[src/rtl/adc_sched_pkg.sv]
// Shared types and constants for the ADC scan scheduler: FSM encodings,
// result entry layout and UART hi-byte field positions.
package adc_sched_pkg;

   localparam int CH_W      = 3;
   localparam int CODE_W    = 10;
   localparam int N_CH      = 1 << CH_W;
   localparam int ENTRY_W   = CH_W + CODE_W;
   localparam int HI_CODE_W = CODE_W - 8;

   // Hi byte carries {ch, 3'b000, code[9:8]}.
   localparam int HI_CH_LSB   = 5;
   localparam int HI_CODE_LSB = 0;

   typedef enum logic [1:0] {S_IDLE, S_REQ, S_WAIT, S_NEXT} scan_state_t;
   typedef enum logic [2:0] {T_IDLE, T_LO, T_LO_W, T_HI, T_HI_W} tx_state_t;

   typedef struct packed {
      logic [CH_W-1:0]   ch;
      logic [CODE_W-1:0] code;
   } entry_t;

   // Lowest set channel at or above 'from'; MSB of the result flags "found".
   function automatic logic [CH_W:0] first_ch_from(input logic [N_CH-1:0] mask,
                                                   input logic [CH_W:0]   from);
      logic [CH_W:0] r;
      r = '0;
      for (int i = N_CH - 1; i >= 0; i--) begin
         if (mask[i] && ((CH_W + 1)'(i) >= from)) r = {1'b1, CH_W'(i)};
      end
      return r;
   endfunction

   function automatic logic [7:0] lo_byte(input entry_t e);
      return e.code[7:0];
   endfunction

   function automatic logic [7:0] hi_byte(input entry_t e);
      logic [7:0] b;
      b = '0;
      b[HI_CH_LSB +: CH_W]        = e.ch;
      b[HI_CODE_LSB +: HI_CODE_W] = e.code[CODE_W-1 -: HI_CODE_W];
      return b;
   endfunction

endpackage

[src/rtl/adc_scan_scheduler_if.sv]
// Scheduler-facing handshakes: conversion request to the SPI ADC engine and
// byte launch to the UART transmitter.
interface adc_scan_scheduler_if;

   // conv_req is a level held until the single-cycle conv_done (data valid that
   // cycle); tx_start is a single-cycle launch and tx_data holds until tx_busy falls.
   logic                             conv_req;
   logic [adc_sched_pkg::CH_W-1:0]   conv_ch;
   logic                             conv_done;
   logic [adc_sched_pkg::CODE_W-1:0] conv_data;
   logic                             tx_start;
   logic [7:0]                       tx_data;
   logic                             tx_busy;

   modport master (
      output conv_req, conv_ch, tx_start, tx_data,
      input  conv_done, conv_data, tx_busy
   );

   modport slave (
      input  conv_req, conv_ch, tx_start, tx_data,
      output conv_done, conv_data, tx_busy
   );

endinterface

[src/rtl/sync_fifo.sv]
// Single-clock FIFO with first-word-fall-through read data; a push into a
// full FIFO is accepted when a pop happens in the same cycle.
module sync_fifo #(
   parameter int WIDTH = 13,
   parameter int DEPTH = 16
) (
   input  logic                   clk,
   input  logic                   rst,
   input  logic                   push,
   input  logic [WIDTH-1:0]       push_data,
   input  logic                   pop,
   output logic [WIDTH-1:0]       pop_data,
   output logic                   full,
   output logic                   empty,
   output logic [$clog2(DEPTH):0] level
);

   localparam int AW = $clog2(DEPTH);

   logic [WIDTH-1:0] mem [DEPTH];
   logic [AW-1:0]    wr_ptr;
   logic [AW-1:0]    rd_ptr;
   logic             do_push;
   logic             do_pop;

   assign full     = (level == (AW + 1)'(DEPTH));
   assign empty    = (level == '0);
   assign do_pop   = pop && !empty;
   assign do_push  = push && (!full || do_pop);
   assign pop_data = mem[rd_ptr];

   always_ff @(posedge clk) begin
      if (do_push) mem[wr_ptr] <= push_data;
   end

   always_ff @(posedge clk) begin
      if (rst) begin
         wr_ptr <= '0;
         rd_ptr <= '0;
         level  <= '0;
      end else begin
         if (do_push) wr_ptr <= wr_ptr + 1'b1;
         if (do_pop)  rd_ptr <= rd_ptr + 1'b1;
         level <= level + (AW + 1)'(do_push) - (AW + 1)'(do_pop);
      end
   end

endmodule

[src/rtl/adc_scan_scheduler.sv]
// Periodic round-robin scan of the enabled ADC channels; each {ch, code}
// result is buffered and sent to the UART as a lo byte then a hi byte.
module adc_scan_scheduler
   import adc_sched_pkg::*;
#(
   parameter int CLK_HZ     = 25_000_000,
   parameter int SAMPLE_DIV = CLK_HZ / 50_000,
   parameter int FIFO_DEPTH = 16
) (
   input  logic                        clk,
   input  logic                        rst,
   input  logic                        run,
   input  logic [N_CH-1:0]             ch_enable,
   adc_scan_scheduler_if.master        bus,
   output logic                        scan_active,
   output logic [$clog2(FIFO_DEPTH):0] fifo_level,
   output logic                        overflow,
   output logic                        overrun,
   output scan_state_t                 dbg_scan_state,
   output tx_state_t                   dbg_tx_state
);

   localparam int CNT_W = $clog2(SAMPLE_DIV);

   logic [CNT_W-1:0] period_cnt;
   logic             trigger;
   scan_state_t      scan_state;
   logic [N_CH-1:0]  mask_q;
   logic [CH_W-1:0]  ch_q;
   logic [CH_W:0]    first_ch;
   logic [CH_W:0]    next_ch;
   logic             push;
   entry_t           push_entry;
   logic             fifo_pop;
   logic             fifo_full;
   logic             fifo_empty;
   logic [ENTRY_W-1:0] fifo_dout;
   tx_state_t        tx_state;
   entry_t           hold_q;
   logic             busy_seen;

   assign trigger    = (period_cnt == CNT_W'(SAMPLE_DIV - 1));
   assign first_ch   = first_ch_from(ch_enable, '0);
   assign next_ch    = first_ch_from(mask_q, {1'b0, ch_q} + (CH_W + 1)'(1));
   assign push       = bus.conv_req && bus.conv_done;
   assign push_entry = '{ch: ch_q, code: bus.conv_data};
   assign fifo_pop   = (tx_state == T_IDLE) && !fifo_empty && !bus.tx_busy;

   assign dbg_scan_state = scan_state;
   assign dbg_tx_state   = tx_state;

   always_ff @(posedge clk) begin
      if (rst || trigger) period_cnt <= '0;
      else                period_cnt <= period_cnt + 1'b1;
   end

   always_ff @(posedge clk) begin
      if (rst) begin
         scan_state   <= S_IDLE;
         mask_q       <= '0;
         ch_q         <= '0;
         bus.conv_req <= 1'b0;
         bus.conv_ch  <= '0;
         scan_active  <= 1'b0;
         overrun      <= 1'b0;
      end else begin
         if (trigger && scan_active) overrun <= 1'b1;
         case (scan_state)
            S_IDLE: begin
               if (trigger && run && first_ch[CH_W]) begin
                  mask_q      <= ch_enable;
                  ch_q        <= first_ch[CH_W-1:0];
                  scan_active <= 1'b1;
                  scan_state  <= S_REQ;
               end
            end
            // S_NEXT raises conv_req early, so a done may already land in S_REQ.
            S_REQ, S_WAIT: begin
               if (push) begin
                  bus.conv_req <= 1'b0;
                  scan_state   <= S_NEXT;
               end else begin
                  bus.conv_req <= 1'b1;
                  bus.conv_ch  <= ch_q;
                  scan_state   <= S_WAIT;
               end
            end
            S_NEXT: begin
               if (run && next_ch[CH_W]) begin
                  ch_q         <= next_ch[CH_W-1:0];
                  bus.conv_req <= 1'b1;
                  bus.conv_ch  <= next_ch[CH_W-1:0];
                  scan_state   <= S_REQ;
               end else begin
                  scan_active <= 1'b0;
                  scan_state  <= S_IDLE;
               end
            end
            default: scan_state <= S_IDLE;
         endcase
      end
   end

   always_ff @(posedge clk) begin
      if (rst)                               overflow <= 1'b0;
      else if (push && fifo_full && !fifo_pop) overflow <= 1'b1;
   end

   sync_fifo #(
      .WIDTH (ENTRY_W),
      .DEPTH (FIFO_DEPTH)
   ) u_fifo (
      .clk       (clk),
      .rst       (rst),
      .push      (push),
      .push_data (push_entry),
      .pop       (fifo_pop),
      .pop_data  (fifo_dout),
      .full      (fifo_full),
      .empty     (fifo_empty),
      .level     (fifo_level)
   );

   always_ff @(posedge clk) begin
      if (rst) begin
         tx_state     <= T_IDLE;
         hold_q       <= '0;
         busy_seen    <= 1'b0;
         bus.tx_start <= 1'b0;
         bus.tx_data  <= '0;
      end else begin
         bus.tx_start <= 1'b0;
         case (tx_state)
            T_IDLE: begin
               if (fifo_pop) begin
                  hold_q   <= fifo_dout;
                  tx_state <= T_LO;
               end
            end
            T_LO: begin
               bus.tx_start <= 1'b1;
               bus.tx_data  <= lo_byte(hold_q);
               busy_seen    <= 1'b0;
               tx_state     <= T_LO_W;
            end
            T_HI: begin
               bus.tx_start <= 1'b1;
               bus.tx_data  <= hi_byte(hold_q);
               busy_seen    <= 1'b0;
               tx_state     <= T_HI_W;
            end
            // A byte is complete only after tx_busy has been seen high, then low.
            T_LO_W, T_HI_W: begin
               if (!busy_seen)        busy_seen <= bus.tx_busy;
               else if (!bus.tx_busy) tx_state  <= (tx_state == T_LO_W) ? T_HI : T_IDLE;
            end
            default: tx_state <= T_IDLE;
         endcase
      end
   end

endmodule

[src/flat_wrapper.sv]
// flat-port wrapper written by rule: the top's interface ports become plain ports
module adc_scan_scheduler_flat import adc_sched_pkg::*;
#(
   parameter int CLK_HZ     = 25_000_000,
   parameter int SAMPLE_DIV = CLK_HZ / 50_000,
   parameter int FIFO_DEPTH = 16
)
  (clk, rst, run, ch_enable, scan_active, fifo_level, overflow, overrun, dbg_scan_state, dbg_tx_state, bus_conv_req, bus_conv_ch, bus_tx_start, bus_tx_data, bus_conv_done, bus_conv_data, bus_tx_busy);
  adc_scan_scheduler_if bus_i ();
  input  logic clk;
  input  logic rst;
  input  logic run;
  input  logic [N_CH-1:0] ch_enable;
  output logic scan_active;
  output logic [$clog2(FIFO_DEPTH):0] fifo_level;
  output logic overflow;
  output logic overrun;
  output scan_state_t dbg_scan_state;
  output tx_state_t dbg_tx_state;
  output wire logic [$bits(bus_i.conv_req)-1:0] bus_conv_req;
  output wire logic [$bits(bus_i.conv_ch)-1:0] bus_conv_ch;
  output wire logic [$bits(bus_i.tx_start)-1:0] bus_tx_start;
  output wire logic [$bits(bus_i.tx_data)-1:0] bus_tx_data;
  input wire logic [$bits(bus_i.conv_done)-1:0] bus_conv_done;
  input wire logic [$bits(bus_i.conv_data)-1:0] bus_conv_data;
  input wire logic [$bits(bus_i.tx_busy)-1:0] bus_tx_busy;
  assign bus_conv_req = bus_i.conv_req;
  assign bus_conv_ch = bus_i.conv_ch;
  assign bus_tx_start = bus_i.tx_start;
  assign bus_tx_data = bus_i.tx_data;
  assign bus_i.conv_done = bus_conv_done;
  assign bus_i.conv_data = bus_conv_data;
  assign bus_i.tx_busy = bus_tx_busy;
  adc_scan_scheduler #(.CLK_HZ(CLK_HZ), .SAMPLE_DIV(SAMPLE_DIV), .FIFO_DEPTH(FIFO_DEPTH)) u_core (.clk(clk), .rst(rst), .run(run), .ch_enable(ch_enable), .bus(bus_i), .scan_active(scan_active), .fifo_level(fifo_level), .overflow(overflow), .overrun(overrun), .dbg_scan_state(dbg_scan_state), .dbg_tx_state(dbg_tx_state));
endmodule
[config.mk]
export PLATFORM = sky130hd
export DESIGN_NAME = adc_scan_scheduler_flat
export DESIGN_NICKNAME = d
export VERILOG_FILES = /design/src/rtl/adc_sched_pkg.sv /design/src/rtl/adc_scan_scheduler_if.sv /design/src/rtl/sync_fifo.sv /design/src/rtl/adc_scan_scheduler.sv /design/src/flat_wrapper.sv
export SDC_FILE = /design/constraint.sdc
export NUM_CORES = 1
export LEC_CHECK = 0
export CAP_MARGIN = 20
export CORE_MARGIN = 2
export CORE_UTILIZATION = 50
export DETAILED_ROUTE_END_ITERATION = 8
export GPL_TIMING_DRIVEN = 0
export PLACE_DENSITY = 0.73
export SYNTH_ARGS = -nofsm -noshare
export SYNTH_HDL_FRONTEND = slang
export SYNTH_SLANG_ARGS = --single-unit
[constraint.sdc]
create_clock -name clk -period 8.25 [get_ports clk]
set_input_delay 2.0625 -clock clk [delete_from_list [all_inputs] [get_ports clk]]
set_output_delay 2.0625 -clock clk [all_outputs]
set_load 0.02 [all_outputs]
After elaboration in Yosys (flattened, before gate mapping):

Memories as Yosys holds them, arrays and structs flattened. A register that Yosys moved wholly into a read port is not among the register bits.
Index checks and enable logic that the tools add are counted.

* bits in registers: 55
* bits in writable memories: 208
* memories: 1

* add/subtract/negate cells: 6
* order comparisons: 8
* equal/unequal tests: 16
* muxes and demuxes: 42
* reduce and logical (&&, ||, !) cells: 42

Memories
* u_core.u_fifo.mem: depth 16, width 13, rd ports 1, clocked after memory_dff 1, write ports 1, RTL line sync_fifo.sv:20 `logic [WIDTH-1:0] mem [DEPTH];`

Operators with widths (number)
* $mux W4: 16
* $logic_and A1 B1 Y1: 19
* $mux W3: 6
* $ge A3 B4 Y1 const A: 4
* $pmux W8 S2: 1
* $pmux W3 S2: 2
* $pmux W3 S4: 1
* $reduce_and A3 Y1: 4
* $mux W1: 10
* $add A9 B1 Y9 const B: 1
* $eq A9 B9 Y1 const B: 1
* $add A4 B1 Y4 const B: 2
* $ge A1 B4 Y1 const A: 2
* $ge A2 B4 Y1 const A: 2
* $ne A2 B1 Y1 const B: 4
* $reduce_bool A2 Y1: 4
* $eq A3 B2 Y1 const B: 2
* $ne A2 B2 Y1 const B: 3
* $pmux W1 S2: 3
* $pmux W2 S3: 1
* $reduce_and A2 Y1: 3
* $reduce_or A2 Y1: 3
* $add A5 B1 Y5: 1
* $eq A5 B5 Y1 const B: 1
* 12 further kinds: 18

Depth between registers and ports, before layout:

Gate-level depths: netlist of run 1.

* depth in word-level cells: 14
* gate-level depth with buffers: 16

Cells and area by module:

Synthesis of run 1 repeated with hierarchy kept, for this count alone.

* cell total of the unflattened synthesis: 738
* area total of the unflattened synthesis: 11458.5 um^2

Modules (own cells, without submodules)
* sync_fifo: instances 1, cells each 430, area each 8816.0 um^2, seq. area each 6586.3 um^2
* adc_scan_scheduler: instances 1, cells each 308, area each 2642.5 um^2, seq. area each 1101.1 um^2

Worst setup path after synthesis of run 1:

OpenSTA, ideal clock, no wires.

* path type: input-to-reg
* from: input port bus_tx_busy
* to: register u_core.u_fifo.level[4]
* setup time: 133 ps
* data arrival time: 4184 ps
* data required time: 8117 ps
* path slack: 3933 ps
* stages: 14
* buffers on the path: 1
* cells stage by stage: nor4_1 > o21ai_1 > inv_2 > buf_1 > ha_1 > inv_1 > ha_1 > inv_1 > fa_1 > inv_1 > a21oi_1 > nor2_1 > or3_1 > a21oi_1

* longest elaborated chain between the ends: 7

RTL lines
* start, declared: RTL line flat_wrapper.sv:26 `input wire logic [$bits(bus_i.tx_busy)-1:0] bus_tx_busy;`
* $logic_not A1 Y1 (*): RTL line adc_scan_scheduler.sv:47 `assign fifo_pop = (tx_state == T_IDLE) && !fifo_empty && !bus.tx_busy;`
* $logic_and A1 B1 Y1 (*): RTL line adc_scan_scheduler.sv:47
* $logic_and A1 B1 Y1 (*): RTL line sync_fifo.sv:28 `assign do_pop = pop && !empty;`
* net u_core.u_fifo.do_pop: RTL line sync_fifo.sv:24 `logic do_pop;`
* $logic_or A1 B1 Y1: RTL line sync_fifo.sv:29 `assign do_push = push && (!full || do_pop);`
* $logic_and A1 B1 Y1: RTL line sync_fifo.sv:29
* $add A5 B1 Y5: RTL line sync_fifo.sv:44 `level <= level + (AW + 1)'(do_push) - (AW + 1)'(do_pop);`
* $sub A5 B1 Y5 (*): RTL line sync_fifo.sv:44
* end signal, assigned: RTL line sync_fifo.sv:44
* end, declared: RTL line sync_fifo.sv:15 `output logic [$clog2(DEPTH):0] level`

Mark *: on every way through the listed nets, which the timed path passes. The rest lies on a longest branch.
A chain may end at the register's enable or synchronous reset.

Worst setup path in the final report of run 1:

Ends and elaborated chain as after synthesis.

==> results of run 1 <==
registers in the layout, indices dropped and copies added (netlist names), 2 cells and up:
name                   flops
u_core.bus.conv_ch         3
u_core.bus.tx_data         8
u_core.ch_q                3
u_core.dbg_scan_state      2
u_core.dbg_tx_state        3
u_core.hold_q             13
u_core.mask_q              8
u_core.period_cnt          9
u_core.u_fifo.level        5
u_core.u_fifo.mem        208
u_core.u_fifo.rd_ptr       4
u_core.u_fifo.wr_ptr       4
cell families after synthesis:
logic type | count (synthesis) | share of synthesized area
adders and majority gates | 21 | 0.02407
muxes | 80 | 0.1441
buffers and inverters | 59 | 0.02429
AOI/OAI and AO/OA | 87 | 0.05315
DFF | 276 | 0.6774
xor gates and xnor gates | 19 | 0.01482
and+or+nand+nor | 155 | 0.06218
worst register-to-register path: stages (launching register included):
cell,delay (ns)
dfxtp_1,0.33
inv_1,0.09
ha_1,0.13
or3b_1,0.37
o21ai_1,0.49
inv_2,0.19
buf_1,0.27
ha_1,0.34
inv_1,0.04
ha_1,0.18
inv_1,0.07
fa_1,0.22
inv_1,0.05
a21oi_1,0.13
nor2_1,0.08
or3_1,0.35
a21oi_1,0.15
power breakdown:
part,internal [µW],switching (µW),total (µW)
combinational,357,372,728
sequential,1530,33.3,1570
clock,622,500,1120
cell usage after synthesis, drive strengths merged, types with 6 or more instances:
cell type / number / area share
a211oi: 9 / 0.0060
a21oi: 33 / 0.015
buf: 14 / 0.0091
clkbuf: 19 / 0.0065
dfxtp: 68 / 0.12
edfxtp: 208 / 0.56
ha: 20 / 0.022
inv: 26 / 0.0087
mux2i: 15 / 0.014
mux4: 65 / 0.13
nand2: 46 / 0.015
nand2b: 6 / 0.0033
nor2: 68 / 0.023
nor3: 7 / 0.0036
o21ai: 13 / 0.0061
xnor2: 9 / 0.0070
xor2: 10 / 0.0078
cell type report:
type,instances,area [µm²],share of cell area
Sequential cell,276,7607,0.5813
Multi-Input combinational cell,362,3390,0.2590
Clock buffer,37,733.2,0.05602
Timing Repair Buffer,63,665.6,0.05086
Tap cell,280,350.3,0.02677
Buffer,33,175.2,0.01338
Inverter,26,97.59,0.007457
Clock inverter,12,68.82,0.005258
metal layers:
metal | up-vias | track usage
met2 | 290 | 0.3625
li1 | 2855 | -
met1 | 3320 | 0.2913
met5 | - | 0
met4 | 0 | 0.06720
met3 | 57 | 0.03861
stage by stage:
stage	utilization	setup slack [ns]	total power, µW
floorplan	-	3.933	2106
global placement	0.5488	2.397	2297
detailed placement	0.5595	2.925	2325
CTS	0.5960	3.452	3443
global route	0.5960	3.205	3549
finish	0.5960	3.455	3417
final timing paths:
kind,depth (start not counted),from,end
setup / recovery,15,bus_tx_busy,u_core.u_fifo.level[4]
hold / removal,2,u_core.hold_q[6],u_core.hold_q[6]
setup reg to reg,16,u_core.u_fifo.level[3],u_core.u_fifo.level[4]
hold reg to reg,2,u_core.hold_q[6],u_core.hold_q[6]
cell usage in the layout (no fill, tap or decap), types with 6 or more instances in the layout:
| cell | count |
|---|---|
| a21oi_1 | 31 |
| edfxtp_1 | 208 |
| ha_1 | 20 |
| mux4_2 | 65 |
| nand2_1 | 46 |
| nor2_1 | 59 |
| inv_1 | 25 |
| mux2i_1 | 14 |
| dfxtp_1 | 68 |
| xnor2_1 | 9 |
| buf_1 | 6 |
| nand2b_1 | 6 |
| clkbuf_16 | 27 |
| buf_6 | 10 |
| clkdlybuf4s50_1 | 47 |
| xor2_1 | 10 |
| a211oi_1 | 9 |
| clkbuf_1 | 26 |
| o21ai_0 | 10 |
| buf_8 | 8 |
| nor2_2 | 9 |
==> results.yml, run 1 <==
routing:
  wl_um: 25310
  top_layer_used: "met4"
  ant_nets: 0
  post_drt_wl_per_cell_um: 23.24
  vias_per_cell: 5.989
  wl_met3_um: 1829
  dr.first_iter.drc_count: 594
  drt-met1-wl_um: 10420
  drc: 0
  wl_met2_um: 12280
  vias: 6522
  firstDrtPassIters: 4
floorplanning:
  start_util: 0.5114
  ios: 49
  dieWidth_um: 153.9
  dieArea_um2: 23670
  core-area_um2: 21960
  core.rowCount: 54
  dieHeight_um: 153.9
yosys:
  async_flop_share: 0
  synth-seq-area-share: 0.6774
  syn_area_um2: 11230
  synth_edf_count: 208
  syn-instance-count: 697
  ys_warn_count: 0
  ys_ff_latch: 276
  netlist-cell-type-count: 66
  avgSynthCellArea_um2: 16.11
  syn_nets: 741
  synth_ff_type: "edfxtp_1"
finish:
  drive_above_1_share: 0.1842
  nFillCells: 1573
  finalNonFillerCells: 1089
  diodes: 0
  syn_to_final_growth_pct: 16.55
  fin_area_um2: 13090
  layout.nets: 833
timing:
  setup_viol: 0
  setup_tns_ns: 0
  rsz0062_at_grt: "no"
  period_needed_ns: 4.795
  finClkSkew_ns: 0.01502
  maxSlewViolCount: 0
  period_share: 0.5812
  holdWs_ns: 0.4638
  clock.fmax_mhz: 208.6
  tightestPinTransition_ns: 0.8725
  relSlewSlack: 0.4184
  hold_viol: 0
worst_setup_path:
  crit_fanout: 10
  r2r_setup_slack_ns: 4.69
  path_cells: "clkdlybuf4s50_1, nor4_1, o21ai_1, inv_2, buf_1, ha_1, inv_1, ha_1, inv_1, fa_1, inv_1, a21oi_1, nor2_1, or3_1, a21oi_1"
  critPathBufInv: 6
  crit_family: "buffers and inverters"
  start_kind: "input pin"
  cp_slowest_cell: "clkdlybuf4s50_1"
  max_stage_delay_ns: 0.45
  crit_type: "in2reg"
  worst_setup_path_end_kind: "flip-flop"
  crit_required_ns: 8.64
  worstPathArrival_ns: 5.19
  worst_path_most_repeated_cell: "inv_1"
global_route:
  overflow: 0
  antenna_found_initial: 0
  globalRouteTotalUtil: 0.2161
  grt_max_degree: 24
  grt_pass1_vias: 6684
  grt_pass1_wl_um: 38740
placed_design:
  post_dp_cell_area_um2: 12290
  place.detailed.hpwl_um: 16670
  dpl.cell_count: 1040
  place_congestion: 0.8586
  portBuffers: 47
clock_network:
  cts_tree: "done"
  clkTransAtPathRegs_ns: 0.06
  ctsHoldBuffers: 0
  numCtsBuffers: 27
  clock-sinks: 276
  cts.path.max_buffers: 3
  cts_resized: 0
  cts_root_buffer: "clkbuf_16"
  clk-insertion-delay-late_ns: 0.54
  cts_setup_buffers: 0
  htreeDepth: 1
pwr:
  ir_worst_vdd_mv: 0.2015
  leakage_uw: 0.004260
  p_per_area_nw_per_um2: 261.1
min_path:
  hold_path.class: "reg2reg"
outcome:
  status: "completed"
run:
  drv_cap: 0
No activity file was read; power rests on OpenSTA's default activity.
==> run 2, diff against run 1 <==
clock period = 5.05 ns   (was 8.25 ns; I/O delays follow)
==> results of run 2 <==
The final DEF is identical to that of run 1. Status: completed.
Main changes from that run: setup slack after placement 2.925 ns -> 0.5253 ns; setup slack after layout 3.455 ns -> 1.055 ns; register-to-register setup slack 4.69 ns -> 1.49 ns; total power 3417 µW -> 5582 µW; worst IR drop on VDD 0.2015 mV -> 0.3293 mV
